`config.mk`:
```
export PLATFORM = sky130hd
export DESIGN_NAME = imem_init_sink
export DESIGN_NICKNAME = d
export VERILOG_FILES = /design/src/rtl/imem_pkg.sv /design/src/rtl/imem_array.sv /design/src/rtl/imem_init_sink.sv
export SDC_FILE = /design/constraint.sdc
export NUM_CORES = 2
export LEC_CHECK = 0
export ABC_CLOCK_PERIOD_IN_PS = 5400
export BUFFER_PORTS_ARGS = -buffer_cell sky130_fd_sc_hd__buf_2
export CORE_ASPECT_RATIO = 2
export CORE_MARGIN = 5
export CORE_UTILIZATION = 45
export DETAILED_ROUTE_END_ITERATION = 8
export GPL_TIMING_DRIVEN = 0
export PLACE_DENSITY_LB_ADDON = 0.05
export SLEW_MARGIN = 0
export SYNTH_ARGS = -nofsm -noshare
export SYNTH_HDL_FRONTEND = slang
export SYNTH_SLANG_ARGS = --single-unit
```
`constraint.sdc`:
```
create_clock -name clk -period 5.4 [get_ports clk]
set_input_delay 0 -clock clk [delete_from_list [all_inputs] [get_ports clk]]
set_output_delay 0 -clock clk [all_outputs]
set_load 0.01 [all_outputs]
```
`src/rtl/imem_pkg.sv`:
```
// Shared types and constants for the instruction-memory init sink.
package imem_pkg;

    typedef enum logic [1:0] {
        IDLE = 2'd0,
        LOAD = 2'd1,
        RUN  = 2'd2
    } state_e;

    localparam int          DEPTH_WORDS_DEF = 64;
    localparam logic [31:0] NOP             = 32'h0000_0000;

endpackage

```
`src/rtl/imem_array.sv`:
```
// Word storage with a per-word written bit, one write port and a registered read port.
module imem_array
    import imem_pkg::*;
#(
    parameter int DEPTH_WORDS = DEPTH_WORDS_DEF,
    parameter int XLEN        = 32,
    localparam int IW         = $clog2(DEPTH_WORDS)
) (
    input  logic            clk_i,
    input  logic            rst_n_i,
    input  logic            wr_en_i,
    input  logic            wr_clr_i,
    input  logic [IW-1:0]   wr_idx_i,
    input  logic [XLEN-1:0] wr_data_i,
    output logic            wr_new_o,
    input  logic            rd_en_i,
    input  logic            rd_zero_i,
    input  logic [IW-1:0]   rd_idx_i,
    output logic [XLEN-1:0] rd_data_o
);

    logic [XLEN-1:0]        mem_q [DEPTH_WORDS];
    logic [DEPTH_WORDS-1:0] written_q;
    logic [DEPTH_WORDS-1:0] written_d;
    logic [XLEN-1:0]        rd_data_q;

    // A clear on the same edge makes every word look fresh to this write.
    assign wr_new_o = wr_en_i && (wr_clr_i || !written_q[wr_idx_i]);

    always_comb begin
        written_d = wr_clr_i ? '0 : written_q;
        if (wr_en_i) begin
            written_d[wr_idx_i] = 1'b1;
        end
    end

    always_ff @(posedge clk_i or negedge rst_n_i) begin
        if (!rst_n_i) begin
            for (int i = 0; i < DEPTH_WORDS; i++) begin
                mem_q[i] <= '0;
            end
            written_q <= '0;
            rd_data_q <= XLEN'(NOP);
        end else begin
            if (wr_en_i) begin
                mem_q[wr_idx_i] <= wr_data_i;
            end
            written_q <= written_d;
            if (rd_zero_i) begin
                rd_data_q <= XLEN'(NOP);
            end else if (rd_en_i) begin
                rd_data_q <= mem_q[rd_idx_i];
            end
        end
    end

    assign rd_data_o = rd_data_q;

endmodule

```
`src/rtl/imem_init_sink.sv`:
```
// Instruction memory loaded through an init write port, then fetched in RUN
// with one-cycle latency; reports distinct-word count and sticky address errors.
module imem_init_sink
    import imem_pkg::*;
#(
    parameter int DEPTH_WORDS = DEPTH_WORDS_DEF,
    parameter int XLEN        = 32,
    localparam int IW         = $clog2(DEPTH_WORDS),
    localparam int CW         = IW + 1
) (
    input  logic            clk,
    input  logic            rst,
    input  logic            initialize,
    input  logic [XLEN-1:0] instruction_initialize_data,
    input  logic [XLEN-1:0] instruction_initialize_address,
    input  logic            fetch_en,
    input  logic [XLEN-1:0] fetch_addr,
    output logic [XLEN-1:0] instruction,
    output logic            fetch_valid,
    output logic            init_done,
    output logic [CW-1:0]   init_word_count,
    output logic            align_err,
    output logic            range_err
);

    localparam logic [XLEN-1:0] BYTE_LIMIT = XLEN'(4 * DEPTH_WORDS);

    state_e        state_q, state_d;
    logic          fetch_valid_q, init_done_q, align_err_q, range_err_q;
    logic [CW-1:0] count_q, count_d;
    logic          align_d, range_d;
    logic          w_aligned, w_inrange, f_aligned, f_inrange;
    logic          enter_load, wr_ok, wr_new, fetch_go, rd_en, rd_zero;

    assign w_aligned = (instruction_initialize_address[1:0] == 2'b00);
    assign w_inrange = (instruction_initialize_address < BYTE_LIMIT);
    assign f_aligned = (fetch_addr[1:0] == 2'b00);
    assign f_inrange = (fetch_addr < BYTE_LIMIT);

    always_comb begin
        state_d = state_q;
        if (initialize) begin
            state_d = LOAD;
        end else if (state_q == LOAD) begin
            state_d = RUN;
        end
        enter_load = initialize && (state_q != LOAD);
        wr_ok      = initialize && w_aligned && w_inrange;
        fetch_go   = (state_q == RUN) && fetch_en && !initialize;
        rd_en      = fetch_go && f_aligned && f_inrange;
        // Instruction reads zero whenever not in RUN and on any bad fetch.
        rd_zero    = (state_d != RUN) || (fetch_go && !(f_aligned && f_inrange));

        align_d = enter_load ? 1'b0 : align_err_q;
        range_d = enter_load ? 1'b0 : range_err_q;
        if (initialize && !w_aligned) align_d = 1'b1;
        if (initialize && !w_inrange) range_d = 1'b1;
        if (fetch_go && !f_aligned)   align_d = 1'b1;
        if (fetch_go && !f_inrange)   range_d = 1'b1;

        count_d = enter_load ? '0 : count_q;
        if (wr_new) begin
            count_d = count_d + CW'(1);
        end
    end

    always_ff @(posedge clk or negedge rst) begin
        if (!rst) begin
            state_q       <= IDLE;
            fetch_valid_q <= 1'b0;
            init_done_q   <= 1'b0;
            align_err_q   <= 1'b0;
            range_err_q   <= 1'b0;
            count_q       <= '0;
        end else begin
            state_q       <= state_d;
            fetch_valid_q <= fetch_go;
            init_done_q   <= (state_d == RUN);
            align_err_q   <= align_d;
            range_err_q   <= range_d;
            count_q       <= count_d;
        end
    end

    imem_array #(
        .DEPTH_WORDS (DEPTH_WORDS),
        .XLEN        (XLEN)
    ) u_array (
        .clk_i     (clk),
        .rst_n_i   (rst),
        .wr_en_i   (wr_ok),
        .wr_clr_i  (enter_load),
        .wr_idx_i  (instruction_initialize_address[IW+1:2]),
        .wr_data_i (instruction_initialize_data),
        .wr_new_o  (wr_new),
        .rd_en_i   (rd_en),
        .rd_zero_i (rd_zero),
        .rd_idx_i  (fetch_addr[IW+1:2]),
        .rd_data_o (instruction)
    );

    assign fetch_valid     = fetch_valid_q;
    assign init_done       = init_done_q;
    assign init_word_count = count_q;
    assign align_err       = align_err_q;
    assign range_err       = range_err_q;

endmodule

```
==> metrics.yaml <==
cts_tree: "yes"
ir_drop_mv: 0.2177
drt-wirelength-per-cell_um: 44.32
dpl-instance-area_mm2: 0.1031
synth_top_family_by_area: "multiplexers"
avgSynthCellArea_um2: 15.21
ys_ff_latch: 2157
drtIter0Drc: 6071
fin_area_mm2: 0.1099
cts_made_buffers: 205
grt_max_degree: 169
p_leak_nw: 55.05
muxShareOfSynthArea: 0.3711
final_cells: 9822
wirelength_mm: 435.3
ctsResizeCount: 0
finalHoldViolCount: 0
postCtsSetupRepairBufs: 0
max_freq_mhz: 205.2
die_h_um: 669.6
cp_data_arrival_time_ns: 5.61
synth_warnings: 0
synth-edff-count: 0
syn2layout_area_growth_pct: 12.27
dr.pass1.iters: 6
synth_xor_area_frac: 0.00008948
root_buffer: "clkbuf_16"
outcome: "complete, but fails checks"
maxSlewViolCount: 93
synth.distinct_cells: 75
htreeDepth: 4
post-dp-hpwl_mm: 310.2
ys_seq_area_frac: 0.5515
grt_pass1_wl_mm: 579.1
fill_cells: 18647
wl_met2_mm: 206.8
required_ns: 6.14
drtAntennaViolNets: 0
max_stage_delay_ns: 1.21
tightest_slew_ns: 1.704
post-route-util: 0.5069
finalClockSkew_ns: 0.04716
critPathMaxFanout: 10
ios: 143
holdBufCountCts: 25
hold_path_class: "in2reg"
synth_ff_type: "dfrtp_1"
cp_common_cell: "buf_2"
via_per_inst: 6.452
rsz0062_at_grt: "no"
grt_pass1_vias: 65969
crit_path_start_kind: "primary input"
maxSlewHeadroom: -0.1360
synthArstFlopShare: 1.000
wl_met3_mm: 25.72
initial_utilization: 0.4515
remaining_drc_errors: 0
chipWidth_um: 339.8
period_minus_slack_ns: 4.872
min_period_over_period: 0.9023
finalSetupTns_ns: 0
dp_cells: 9398
end_kind: "register"
top_layer_used: "met5"
cts_sinks: 2157
dieArea_mm2: 0.2275
synth-simple-area-share: 0.01988
synthAdderAreaFrac: 0.0001278
grt-ovfl-total: 0
std_cell_rows: 242
dr_total_vias: 63371
synth-compound-area-share: 0.02846
critPathSlowestCell: "clkbuf_1"
syn_area_mm2: 0.09788
num-nets-final: 6925
p_per_area_mw_per_mm2: 300.9
final_layout_size_suffix_gt1_frac: 0.3677
violations: "max-capacitance violations, max-slew violations"
path_class: "in2reg"
clkTransAtPathRegs_ns: 0.06
portBuffers: 105
synthCells: 6437
gp_congestion: 0.9737
cts_max_path_buffers: 4
setup_viol: 0
met1_length_mm: 148.4
track_usage: 0.3775
cp_cell_sequence: "buf_2 > buf_2 > buf_2 > clkbuf_2 > clkbuf_1 > nor3_1 > a21oi_1 > o21ai_0 > o221ai_1"
clkLatencyLatePin_ns: 0.89
syn_nets: 6538
antenna_found_initial: 57
core_area_mm2: 0.2168
maxCapViolCount: 9
[routing by layer]
metal  vias up  global-route usage
li1      24628                   -
met1     34720              0.4184
met2      2863              0.6074
met3      1148             0.06162
met4        12              0.3735
met5         -                   0
[layout by cell type (no fill, tap or decap), drive strengths merged, types with 8 or more instances in the layout]
cell / count
a31oi: 11
a221o: 21
nor3: 23
dlygate4sd3: 24
inv: 10
o211ai: 16
o221ai: 16
mux2i: 311
a21oi: 43
diode: 49
nor2: 27
mux2: 2067
nand3: 19
clkinv: 29
nor2b: 9
mux4: 441
o31ai: 8
nor4: 14
and3: 8
a211oi: 10
a22oi: 28
nand2: 273
and2: 8
nand2b: 17
clkbuf: 612
a221oi: 104
dfrtp: 2157
buf: 506
o21ai: 59
[final cells by class]
type / count / area, um2 / share of cell area
sequential: 2157 / 53980 / 0.4912
multi-input combinational: 3624 / 41100 / 0.3740
clock buffer: 314 / 6102 / 0.05553
tap: 2806 / 3511 / 0.03195
buffer: 648 / 2893 / 0.02632
timing repair buffer: 180 / 1881 / 0.01711
clock inverter: 36 / 271.5 / 0.002471
antenna: 49 / 122.6 / 0.001116
inverter: 8 / 30.03 / 0.0002733
[power by group]
| group | switching (mW) | total, mW | internal, mW |
|---|---|---|---|
| clock | 6.55 | 14.4 | 7.88 |
| sequential | 0.00275 | 16.2 | 16.2 |
| combinational | 2.00 | 2.48 | 0.477 |
[state kept, by name (all words and copies together) (netlist names)]
name / count
align_err: 1
fetch_valid: 1
init_done: 1
init_word_count: 7
range_err: 1
state_q: 2
u_array.mem_q: 2048
u_array.rd_data_o: 32
u_array.written_q: 64
[critical path: cells and delay by family]
kind | cells | cell delay (ns)
buffers and inverters | 5 | 4.14
AO/OA/AOI/OAI | 3 | 1.17
AND/OR/NAND/NOR | 1 | 0.17
[synthesized netlist by cell type (3+ instances only)]
library cell,number,area (um2)
a211oi_1,10,75.07
a21o_1,7,52.55
a21oi_1,43,215.2
a221o_1,21,210.2
a221oi_1,103,902.1
a22o_1,4,35.03
a22oi_1,28,210.2
a311oi_1,5,43.79
a31oi_1,11,68.82
and2_1,7,43.79
and3_1,8,50.05
buf_1,177,664.4
buf_2,125,625.6
buf_4,42,315.3
buf_6,5,56.30
clkbuf_1,298,1119
dfrtp_1,2157,53980
inv_1,4,15.01
inv_2,4,15.01
mux2_1,671,7556
mux2_2,1395,15710
mux2i_1,311,3113
mux4_2,441,9932
nand2_1,273,1025
nand2b_1,17,106.4
nand3_1,19,95.09
nand3b_1,6,45.04
nand4_1,4,25.02
nor2_1,27,101.4
nor2b_1,9,56.30
nor3_1,22,110.1
nor3b_1,4,30.03
nor4_1,14,87.58
o211ai_1,16,120.1
o21ai_0,58,290.3
o21bai_1,7,52.55
o221ai_1,16,140.1
o22ai_1,3,18.77
o31ai_1,8,60.06
or2_2,4,25.02
or3_1,4,25.02
or4_1,3,22.52
[stage by stage]
stage               hold slack, ns  power, mW  setup WS (ns)
finish                     0.06525      33.06         0.5278
global route               0.02799      33.76         0.5081
CTS                       0.007991      33.17         0.8813
detailed placement        -0.02541      18.88       -0.01256
global placement            0.2741      18.81         -43.76
floorplan                  -0.2956      17.24          3.359
[cell families after synthesis]
logic type | count (synthesis)
AOI/OAI and AO/OA | 371
adders and majority gates | 1
buffers and inverters | 656
and+or+nand+nor | 432
DFF | 2157
xor gates and xnor gates | 1
muxes | 2819
[worst paths after layout]
path | start | end | slack [ns] | depth (start not counted)
worst min register to register | u_array.written_q[62]$_DFF_PN0_ | u_array.written_q[62]$_DFF_PN0_ | 0.46 | 2
min in group asynchronous | rst | u_array.mem_q[2014]$_DFFE_PN0P_ | 0.33 | 4
max in group asynchronous | rst | u_array.mem_q[176]$_DFFE_PN0P_ | 1.21 | 9
worst max register to register | u_array.written_q[4]$_DFF_PN0_ | init_word_count[1]$_DFF_PN0_ | 1.61 | 8
worst min-delay path | instruction_initialize_address[5] | init_word_count[3]$_DFF_PN0_ | 0.07 | 4
worst max-delay path | fetch_addr[3] | u_array.rd_data_o[25]$_DFFE_PN0P_ | 0.53 | 9
Power figures use the tool's default switching activity.
